[config.mk]
export PLATFORM = sky130hd
export DESIGN_NAME = uart_tx_fifo
export DESIGN_NICKNAME = d
export VERILOG_FILES = /design/src/rtl/uart_tx_fifo.sv
export SDC_FILE = /design/constraint.sdc
export NUM_CORES = 1
export LEC_CHECK = 0
export CAP_MARGIN = 20
export CORE_ASPECT_RATIO = 2
export CORE_MARGIN = 5
export CORE_UTILIZATION = 30
export CTS_CLUSTER_SIZE = 8
export DETAILED_ROUTE_END_ITERATION = 16
export DONT_BUFFER_PORTS = 1
export GPL_ROUTABILITY_DRIVEN = 0
export SLEW_MARGIN = 20
export SYNTH_ARGS = -nofsm -noshare
export SYNTH_HDL_FRONTEND = slang
export SYNTH_SLANG_ARGS = --single-unit
[constraint.sdc]
create_clock -name clk -period 3.2 [get_ports clk]
set_input_delay 0.32 -clock clk [delete_from_list [all_inputs] [get_ports clk]]
set_output_delay 0.32 -clock clk [all_outputs]
set_load 0.02 [all_outputs]
[src/rtl/uart_tx_fifo.sv]
// Byte FIFO between the UART receiver and transmitter: absorbs receiver bursts,
// hands bytes to the transmitter first-word-fall-through, and flags dropped writes.
module uart_tx_fifo #(
    parameter int DW      = 8,
    parameter int LGDEPTH = 4
) (
    input  logic               clk,
    input  logic               i_reset,
    input  logic               i_wr,
    input  logic [DW-1:0]      i_data,
    output logic               o_tx_valid,
    output logic [DW-1:0]      o_tx_data,
    input  logic               i_tx_ready,
    output logic               o_full,
    output logic               o_empty,
    output logic [LGDEPTH:0]   o_fill,
    output logic               o_overflow
);

    localparam int                 DEPTH     = 1 << LGDEPTH;
    localparam logic [LGDEPTH:0]   FILL_MAX  = (LGDEPTH+1)'(DEPTH);
    localparam logic [LGDEPTH:0]   FILL_ONE  = (LGDEPTH+1)'(1);
    localparam logic [LGDEPTH-1:0] PTR_ONE   = LGDEPTH'(1);

    logic [DW-1:0]      mem_q [DEPTH];
    logic [LGDEPTH-1:0] wptr_q, wptr_d;
    logic [LGDEPTH-1:0] rptr_q, rptr_d;
    logic [LGDEPTH:0]   fill_q, fill_d;
    logic               overflow_q, overflow_d;

    logic full, empty, pop, push;

    assign full  = (fill_q == FILL_MAX);
    assign empty = (fill_q == '0);
    assign pop   = !empty && i_tx_ready;
    // A pop frees a slot in the same cycle, so a write while full still lands.
    assign push  = i_wr && (!full || pop);

    always_comb begin
        wptr_d     = wptr_q;
        rptr_d     = rptr_q;
        fill_d     = fill_q;
        overflow_d = overflow_q;

        if (push) wptr_d = wptr_q + PTR_ONE;
        if (pop)  rptr_d = rptr_q + PTR_ONE;

        case ({push, pop})
            2'b10:   fill_d = fill_q + FILL_ONE;
            2'b01:   fill_d = fill_q - FILL_ONE;
            default: fill_d = fill_q;
        endcase

        if (i_wr && full && !pop) overflow_d = 1'b1;
    end

    always_ff @(posedge clk) begin
        if (i_reset) begin
            wptr_q     <= '0;
            rptr_q     <= '0;
            fill_q     <= '0;
            overflow_q <= 1'b0;
        end else begin
            wptr_q     <= wptr_d;
            rptr_q     <= rptr_d;
            fill_q     <= fill_d;
            overflow_q <= overflow_d;
        end
    end

    // Storage is not cleared on reset; the pointers alone define what is valid.
    always_ff @(posedge clk) begin
        if (!i_reset && push) mem_q[wptr_q] <= i_data;
    end

    assign o_tx_valid = !empty;
    assign o_tx_data  = mem_q[rptr_q];
    assign o_full     = full;
    assign o_empty    = empty;
    assign o_fill     = fill_q;
    assign o_overflow = overflow_q;

endmodule

Yosys cells after proc, flatten, opt, wreduce, memory -nomap -nowiden
Memories as Yosys holds them, arrays and structs flattened. A register that Yosys moved wholly into a read port is not among the register bits.
Cells that the tools add are included.
- register bits after elaboration: 14
- bits in writable memories: 128
- input bits: 12
- output and inout bits: 17
- memories: 1
- add/sub/neg operators: 4
- equal/unequal tests: 3
- muxes and demuxes: 5
- reduce and logical (&&, ||, !) cells: 12
- memory list (memory ; depth ; bits a word ; read ports ; clocked after Yosys merged registers in ; write ports ; line ; text):
    mem_q ; 16 ; 8 ; 1 ; 1 ; 1 ; 25 ; logic [DW-1:0] mem_q [DEPTH];
- operators by type and width (operator ; count):
    one-hot mux 5 bit (2 select lines) ; 1
    adder 4 x 1 -> 4 bit, second input constant ; 2
    two-way mux 4 bit ; 2
    adder 5 x 1 -> 5 bit, second input constant ; 1
    == test 5 bit, second input constant ; 1
    logical AND 1 bit ; 5
    zero test 5 bit ; 1
    subtractor 5 x 1 -> 5 bit, second input constant ; 1
    zero test 1 bit ; 4
    == test 2 x 1 -> 1 bit, second input constant ; 1
    == test 2 bit, second input constant ; 1
    two-way mux 1 bit ; 2
    nonzero test 2 bit ; 1
    logical OR 1 bit ; 1

Logic depth before layout (Yosys ltp)
Gate-level depths: netlist of run 1.
- depth in word-level cells: 8
- mapped depth: 9

Worst setup path before layout of run 1
OpenSTA, ideal clock, no wires.
- path kind: register to register
- start: register fill_q[0], in the netlist o_fill[0]
- end: register fill_q[4], in the netlist o_fill[4]
- setup time: 0.134 ns
- arrival: 2.479 ns
- path slack: 0.587 ns
- stages on the path, launching flop included: 10
- buffers on the path: 1
- cells stage by stage: dfxtp_1 or4_1 buf_6 o21ai_4 inv_2 ha_1 nand2b_1 o2bb2ai_1 a2111oi_0 or4_1
- word-level cells in the longest chain between the ends: 7
- ends and longest elaborated chain (item ; line ; text):
    start: declaration ; 28 ; logic [LGDEPTH:0] fill_q, fill_d;
    start signal: assignment ; 66 ; fill_q <= fill_d;
    zero test 5 bit ; 34 ; assign empty = (fill_q == '0);
    zero test 1 bit ; 35 ; assign pop = !empty && i_tx_ready;
    logical AND 1 bit ; 35 ;
    logical OR 1 bit ; 37 ; assign push = i_wr && (!full || pop);
    logical AND 1 bit ; 37 ;
    == test 2 x 1 -> 1 bit or == test 2 bit (tied branches) ; 48 ; case ({push, pop})
    one-hot mux 5 bit (2 select lines) or nonzero test 2 bit (tied branches) ; n/a ;
Several ways; a longest one is shown, not always the timed one.
A chain may end at the register's enable or synchronous reset.

Worst setup path in the final report of run 1
Same ends and word-level chain as after synthesis.

==> flow_results.org, run 1 <==
** Yosys
- Counting instances in the post-synthesis netlist gives the leading cell types as sky130_fd_sc_hd__edfxtp_1 (128), sky130_fd_sc_hd__mux4_2 (32), sky130_fd_sc_hd__nor2_1 (32), sky130_fd_sc_hd__dfxtp_1 (18), sky130_fd_sc_hd__a22oi_1 (16).
- Top-area cell type share of the netlist area :: 0.655
- Yosys reg bits :: 146
- Of all flip-flops after synthesis, the portion carrying an async set or reset was 0.
- Synth unique cells :: 45
- The synthesized design contains 128 enable-type register cells.
- Main area contributors after synthesis :: sky130_fd_sc_hd__edfxtp_1 (65%), sky130_fd_sc_hd__mux4_2 (12%), sky130_fd_sc_hd__dfxtp_1 (6.1%), sky130_fd_sc_hd__a22oi_1 (2.0%), sky130_fd_sc_hd__nor2_1 (2.0%)
- Most used DFF post-synth :: sky130_fd_sc_hd__edfxtp_1
- For this run, the number of Yosys warnings is 0.
- In this run the cell area of the synthesized design comes to approximately 5900 sq um.
- A synthesized cell averages roughly 18 sq um.
- Largest area contributor in the synthesized netlist :: sky130_fd_sc_hd__edfxtp_1
- sky130_fd_sc_hd__edfxtp_1 is the most common cell in the netlist.
- Net count of the mapped netlist :: ~350
- For this run, the register share of the synthesized area comes to 0.716.
- The cell count after synthesis came out at ~330.

** Placed design
- The count of buffers added on input and output ports is 0.
- After detailed placement, the design holds a cell count of about 600.
- DPL Wire Length :: ~8.5 mm

** Clock tree
- The number of setup buffers added after CTS is 0.
- After clock tree synthesis, the clock-pin slew on the worst setup and hold paths is roughly 0.060 ns.
- Number of H-tree levels :: 4
- CTS root buffer :: sky130_fd_sc_hd__clkbuf_16
- The clock passes through at most 2 buffers.
- CTS Buf Count :: 17
- Hold Buf Count CTS :: 9
- Clock insertion delay at the later pin of the skew report :: around 0.41 ns
- TritonCTS built the clock tree.
- Number of cells upsized or downsized after cts :: 0
- TritonCTS Sinks :: around 150

** Route
- Dividing the detail-routed wire length by the instance count gives around 19 microns.
- DRT iter0 DRCs :: between 150 and 200
- After detailed routing, the number of vias per cell comes to around 4.7.
- Drt first pass iters :: 4
- Final routed wirelength across all metal layers :: 12.2 mm
- In this run the remaining antenna-violating nets after routing total 0.
- Via count :: ~3000
- DRC errors left :: 0

** Floorplanning
- The die covers roughly 23000 sq um.
- The die is 208 microns tall.
- In this run the standard cell core region covers about 19000 sq um.
- Initial core utilization :: 0.305
- Number of core rows :: between 70 and 80
- The die is roughly 110 microns wide.
- 29 I/O pins were placed.

** Power
- The share of total power dissipated in sequential elements is 0.428.
- IR analysis of the VDD net gives a maximum drop of roughly 0.55 mV.
- The share of total power dissipated in the clock network is 0.352.
- Cell Pwr Density :: 756 nW/um^2
- Net switching fraction of the power :: 0.286
- Internal power :: 3.75 mW
- Share of total power in combinational logic :: 0.220
- For this design the total switching power over the nets is between 1 and 1.5 mW.
- Summed over all cells, the static leakage comes to about 2.3 nW.

** Critical path
- On the critical path, the stage with the largest delay is an instance of sky130_fd_sc_hd__or4_1.
- Critical Path, Cell by Cell :: or4_1 > o21ai_4 > inv_2 > ha_1 > nand2b_1 > o2bb2ai_1 > mux2i_1 > or4_1
- At the worst endpoint, the arrival time is approximately 3.0 ns.
- Capturing element type of the critical path :: flip-flop
- Sum of buffers and inverters on the critical path :: 1
- The largest single stage delay on the critical path is roughly 0.64 ns.
- Category of the critical setup timing path :: flip-flop to flip-flop
- In this run the worst path has a maximum fanout of 9.
- WP data required :: between 3 and 4 ns
- Register-to-register setup slack :: approximately 0.46 ns
- Top cell family by delay on the critical path :: simple AND/OR/NAND/NOR gates
- The most numerous cell type found on the critical path is sky130_fd_sc_hd__or4_1.
- STA classifies the critical path startpoint as a flip-flop.

** Timing
- Final critical-path share of the clock period :: 0.856
- Total of endpoints with negative setup slack in the final report :: 0
- Clock skew after layout :: 0.00814 ns
- Transition at the pin with the smallest max-transition slack :: about 0.75 ns
- The final count of hold timing violations was 0.
- Highest achievable clock rate :: around 370 MHz
- Setup repair after global routing left no endpoint under its margin.
- Headroom to the max-slew limit came out at 0.501.
- Pins Over Slew Limit :: 0
- Summed over all failing endpoints, the final setup total negative slack is 0 ns.
- The routed design could run at a clock period as short as 2.74 ns.

** Outcome
- The flow ran to the end, and the final reports show no timing, DRC or antenna violations.

** Worst hold path
- Class of the worst hold path :: input pin to flip-flop

** Finish
- Layout cell share with drive strength beyond 1 :: 0.242
- After filler insertion, the fill cell instance count of the layout stands at ~1800.
- For this run, the post-layout net count is approximately 380.
- Compared with the post-synthesis result, the final layout area differs by 18.2%.
- Final cell count without fillers :: around 640

** Job
- Count of max-cap constraint violations :: 0

** GRT
- Aggregate global-route resource usage :: 0.115
- The initial antenna violation count is 1.
- Number of global-route vias before repair :: ~3300
- Global-route congestion overflow total :: 0
- Entering global routing, the biggest net connects 33 pins.
- The first global-routing pass estimated about 19 mm of wire.
layer usage:
metal  GRT usage  part of all wire  vias up
met4      0.0462             0.020        0
li1            -                 -     1377
met5           0                 0        -
met2       0.218              0.59       67
met1       0.113              0.35     1534
met3      0.0327             0.042       14
path summary, 6_finish.rpt:
path | from | endpoint | cells after the start
setup / recovery | o_fill[0]$_SDFFE_PP0P_ | o_fill[4]$_SDFFE_PP0P_ | 8
hold / removal | i_wr | wptr_q[3]$_SDFFE_PP0N_ | 3
setup reg to reg | o_fill[0]$_SDFFE_PP0P_ | o_fill[4]$_SDFFE_PP0P_ | 8
hold reg to reg | rptr_q[0]$_SDFFE_PP0N_ | flip-flop | 2
cell usage in the layout (no fill, tap or decap), types with 5 or more instances in the layout:
cell type,n
sky130_fd_sc_hd__nor2b_1,5
sky130_fd_sc_hd__ha_1,8
sky130_fd_sc_hd__dfxtp_1,17
sky130_fd_sc_hd__inv_1,8
sky130_fd_sc_hd__nand2_1,13
sky130_fd_sc_hd__clkbuf_16,19
sky130_fd_sc_hd__nand3_1,5
sky130_fd_sc_hd__a22oi_1,16
sky130_fd_sc_hd__edfxtp_1,128
sky130_fd_sc_hd__dlygate4sd3_1,9
sky130_fd_sc_hd__mux4_2,32
sky130_fd_sc_hd__nor2_1,32
sky130_fd_sc_hd__buf_4,18
per-stage QoR:
step	utilization	setup WS, ns	hold slack [ns]	area (sq um)	power (mW)
floorplan	-	0.587	0.419	5870	3.20
global placement	0.326	0.575	0.394	6280	3.40
detailed placement	0.326	0.486	0.391	6280	3.44
CTS	0.360	0.473	0.141	6940	5.32
global route	0.360	0.340	0.164	6940	5.49
finish	0.360	0.462	0.156	6940	5.25
tightest hold or removal path, stage by stage:
cell                       delay [ns]
sky130_fd_sc_hd__o211ai_1        0.07
sky130_fd_sc_hd__xor2_1          0.07
sky130_fd_sc_hd__nor2_1          0.07
cell type report:
type                    instances  area [sq um]  area share
diodes                          1          2.50    0.000360
clock buffers                  22           493      0.0710
clock inverters                10          71.3      0.0103
inverters                       9          33.8     0.00487
multi-input cells             161          1570       0.226
flip-flops and latches        146          4210       0.606
well taps                     259           324      0.0467
repair buffers                 28           245      0.0353
cells by family after synthesis:
| group | share of synthesized area |
|---|---|
| XOR/XNOR | 0.00895 |
| adder cells (fa/ha/maj) | 0.0205 |
| AO/OA/AOI/OAI | 0.0471 |
| AND/OR/NAND/NOR | 0.0588 |
| flip-flops | 0.716 |
| multiplexers | 0.131 |
| buffers and inverters | 0.0173 |
power groups by stage:
stage          Sequential [mW]  Combinational (mW)  Clock (mW)
3_5_place_dp              2.29                1.15           0
2_1_floorplan             2.26               0.941           0
6_report                  2.25                1.15        1.85
3_3_place_gp              2.28                1.12           0
5_1_grt                   2.26                1.26        1.97
4_1_cts                   2.25                1.18        1.89
flip-flops by register name (all words and copies together) (netlist names), named ones only:
register / flops
o_fill: 5
o_overflow: 1
wptr_q: 4
mem_q: 128
rptr_q: 4
Power figures use the tool's default switching activity.
==> inputs of run 2 (changes only) <==
--- a/constraint.sdc
+++ b/constraint.sdc
@@ -3,2 +3,2 @@
 set_output_delay 0.32 -clock clk [all_outputs]
-set_load 0.02 [all_outputs]
+set_load 0.1 [all_outputs]
==> flow_results.org, run 2 (synthesis results as in run 1) <==
** Outcome
- Result of the run: completed (unchanged).

** Route
- DRC errors left :: 0 (unchanged)
- The number of nets with antenna violations after detailed routing is 0 (unchanged).
- The final wirelength was 12.2 mm (about the same).
- DRT iter0 DRCs :: 240 (was 168)
- Via count :: 2956 (was 2992)
- Vias per Instance :: 4.65 (was 4.70)
- The number of detailed-route iterations in the first pass was 4 (unchanged).
- Routed wire per std cell :: 19.1 microns (was 19.2 microns)

** Timing
- The achievable frequency came to 368 MHz (was 365 MHz).
- Total of endpoints with negative setup slack in the final report :: 0 (unchanged)
- The final count of hold timing violations is 0 (unchanged).
- The max-slew violation count came to 0 (unchanged).
- Total Negative Setup Slacks :: 0 ns (unchanged)
- Worst slew margin :: 0.352 (was 0.501)
- Setup repair after global routing missed its margin :: false (unchanged)
- Final critical-path share of the clock period :: 0.849 (was 0.856)
- Final critical-path required period :: 2.72 ns (was 2.74 ns)
- The slew at the pin with the worst max-slew slack is 0.968 ns (was 0.747 ns).
- Clock skew after layout :: 0.00932 ns (was 0.00814 ns)

** GRT
- Aggregate global-route resource usage :: 0.115 (about the same)
- The initial antenna violation count came to 0 (was 1).
- The maximum number of pins on one net before global-route repair was 33 (unchanged).
- Number of global-route vias before repair :: 3228 (was 3296)
- Global-route congestion overflow total :: 0 (unchanged)
- The wire length of the first global-routing pass was 19.0 mm (was 19.1 mm).

** Power
- Leakage component of the power :: 2.27 nW (was 2.28 nW)
- The combinational fraction of design power came to 0.331 (was 0.220).
- The sequential share of power came to 0.364 (was 0.428).
- The peak supply drop came to 0.772 mV (was 0.552 mV).
- Net switching fraction of the power :: 0.370 (was 0.286)
- Internal power :: 3.84 mW (was 3.75 mW)
- The clock network fraction of total power is 0.306 (was 0.352).
- Cell Pwr Density :: 874 nW/um^2 (was 756 nW/um^2)
- Switching pwr :: 2.25 mW (was 1.50 mW)
- The total power consumption of the routed design was 6.09 mW (was 5.25 mW).

** Floorplanning
- Die height :: 208 microns (unchanged)
- Number of core rows :: 72 (unchanged)
- Initial core utilization :: 0.305 (unchanged)
- Die ar. :: 22600 sq um (unchanged)
- The width of the die was 109 microns (unchanged).
- I/O pin total :: 29 (unchanged)
- Core footprint :: 19300 sq um (unchanged)

** Job
- The number of max-cap violations was 0 (unchanged).

** Finish
- Register ranked first by flip-flop count :: mem_q (unchanged)
- Filler Cells Inserted :: 1830 (was 1848)
- Most frequent cells in the layout :: sky130_fd_sc_hd__edfxtp_1 (128), sky130_fd_sc_hd__mux4_2 (32), sky130_fd_sc_hd__nor2_1 (31) (was sky130_fd_sc_hd__edfxtp_1 (128), sky130_fd_sc_hd__mux4_2 (32), sky130_fd_sc_hd__nor2_1 (32))
- Post-layout nets :: 385 (was 384)
- The count of inserted antenna diode cells came to 0 (was 1).
- The sequential cell area was 4210 sq um (unchanged).
- The fraction of layout instances using a drive strength above 1 came to 0.247 (was 0.242).
- The footprint of the multi-input gates is 1570 sq um (about the same).
- Commonest non-fill, non-tap cell in the layout :: sky130_fd_sc_hd__edfxtp_1 (unchanged)
- The number of flip-flops under the largest register name was 128 (unchanged).
- The area overhead of the layout relative to synthesis was 18.6% (was 18.2%).

** Placed design
- IO buf count :: 0 (unchanged)
- The HPWL reported at the end of detailed placement was 8.45 mm (was 8.50 mm).

** Clock tree
- Clock insertion delay at the later pin of the skew report :: 0.42 ns (was 0.41 ns)
- Register clock-pin slew on the reported worst setup and hold paths :: 0.07 ns (was 0.06 ns)
- The H-tree depth was 4 (unchanged).
- TritonCTS clock tree :: built (unchanged)
- Post-CTS Setup Inserts :: 0 (unchanged)
- TritonCTS Sinks :: 146 (unchanged)
- The cell at the root of the clock tree is sky130_fd_sc_hd__clkbuf_16 (unchanged).
- CTS Buf Count :: 17 (unchanged)
- The deepest clock path buffer count was 2 (unchanged).

** Critical path
- Critical register-to-register path startpoint :: o_fill[0]$_SDFFE_PP0P_ (unchanged)
- The critical path launch point type is a flip-flop (unchanged).
- RR Endpoint :: o_fill[4]$_SDFFE_PP0P_ (unchanged)
- Capturing element type of the critical path :: output port (was flip-flop)
- The signal arrival time at the worst endpoint came to 2.40 ns (was 3.03 ns).
- The highest fanout seen on the critical path was 18 (was 9).
- The minimum setup slack among reg-to-reg paths is 0.64 ns (was 0.46 ns).
- Number of cells on the worst reg-to-reg path :: 7 (was 8)
- Critical path endpoint :: o_tx_data[4] (was o_fill[4]$_SDFFE_PP0P_)
- Category of the critical setup timing path :: flip-flop to output port (was flip-flop to flip-flop)
- WP data required :: 2.88 ns (was 3.49 ns)

** Worst hold path
- The start point of the worst min-delay path is i_tx_ready (was i_wr).
- Class of the worst hold path :: input pin to flip-flop (unchanged)
run 2: cell count changes in the layout (fill, tap and decap cells not counted):
| cell | before | now |
|---|---|---|
| sky130_fd_sc_hd__nor2_1 | 32 | 31 |
| sky130_fd_sc_hd__nor2_2 | 0 | 1 |
| sky130_fd_sc_hd__clkbuf_4 | 1 | 0 |
| sky130_fd_sc_hd__diode_2 | 1 | 0 |
| sky130_fd_sc_hd__buf_12 | 1 | 2 |
| sky130_fd_sc_hd__inv_6 | 2 | 6 |
| sky130_fd_sc_hd__inv_8 | 0 | 4 |
| sky130_fd_sc_hd__inv_4 | 2 | 0 |
| sky130_fd_sc_hd__clkbuf_16 | 19 | 17 |
| sky130_fd_sc_hd__clkbuf_2 | 2 | 0 |
| sky130_fd_sc_hd__clkinv_2 | 3 | 0 |
| sky130_fd_sc_hd__clkinvlp_4 | 0 | 2 |
run 2: critical path: stages (launching register included):
cell and delay (ns):
sky130_fd_sc_hd__dfxtp_2 0.54, sky130_fd_sc_hd__buf_12 0.24, sky130_fd_sc_hd__mux4_2 0.56, sky130_fd_sc_hd__a22oi_1 0.24, sky130_fd_sc_hd__nand2_1 0.12, sky130_fd_sc_hd__buf_4 0.25
run 2: routing by layer:
| layer | global-route usage | routed length [microns] |
|---|---|---|
| met5 | 0 | 0 |
| met4 | 0.0480 | 269 |
| met3 | 0.0296 | 503 |
| met2 | 0.213 | 7120 |
| met1 | 0.119 | 4270 |
run 2: worst min-delay path by stage:
stage | to | cells after the start
2_1_floorplan | mem_q[0][0]$_DFFE_PP_ | 0
3_3_place_gp | flip-flop | 1
3_5_place_dp | flip-flop | 1
4_1_cts | o_fill[4]$_SDFFE_PP0P_ | 3
5_1_grt | o_fill[4]$_SDFFE_PP0P_ | 3
6_report | o_fill[4]$_SDFFE_PP0P_ | 3
run 2: per-stage QoR:
stage                     instances  utilization  hold WS [ns]  setup slack [ns]  area (sq um)
after CTS                       636        0.361         0.139             0.432          6960
after global routing            636        0.361         0.158             0.362          6960
after global placement          595        0.327         0.391             0.705          6310
after floorplan                 331            -         0.419            0.0257          5870
final                           636        0.361         0.154             0.484          6960
after detailed placement        595        0.327         0.390             0.639          6310
run 2: repair_timing:
item,in CTS,in global routing
endpoints found under the hold margin,142,0
hold buffers,9,0
resized for setup,0,0
run 2: power groups by stage:
stage	Clock [mW]	Combinational [mW]	Sequential, mW
3_5_place_dp	0	2.01	2.26
2_1_floorplan	0	1.41	2.41
6_report	1.86	2.01	2.21
5_1_grt	1.99	2.13	2.23
3_3_place_gp	0	1.97	2.25
4_1_cts	1.89	2.04	2.22
run 2: final cells by class:
class,instances,share of cell area
multi-input combinational,161,0.225
sequential,146,0.604
inverter,9,0.00485
timing repair buffer,29,0.0381
tap,259,0.0465
clock buffer,17,0.0611
clock inverter,15,0.0199
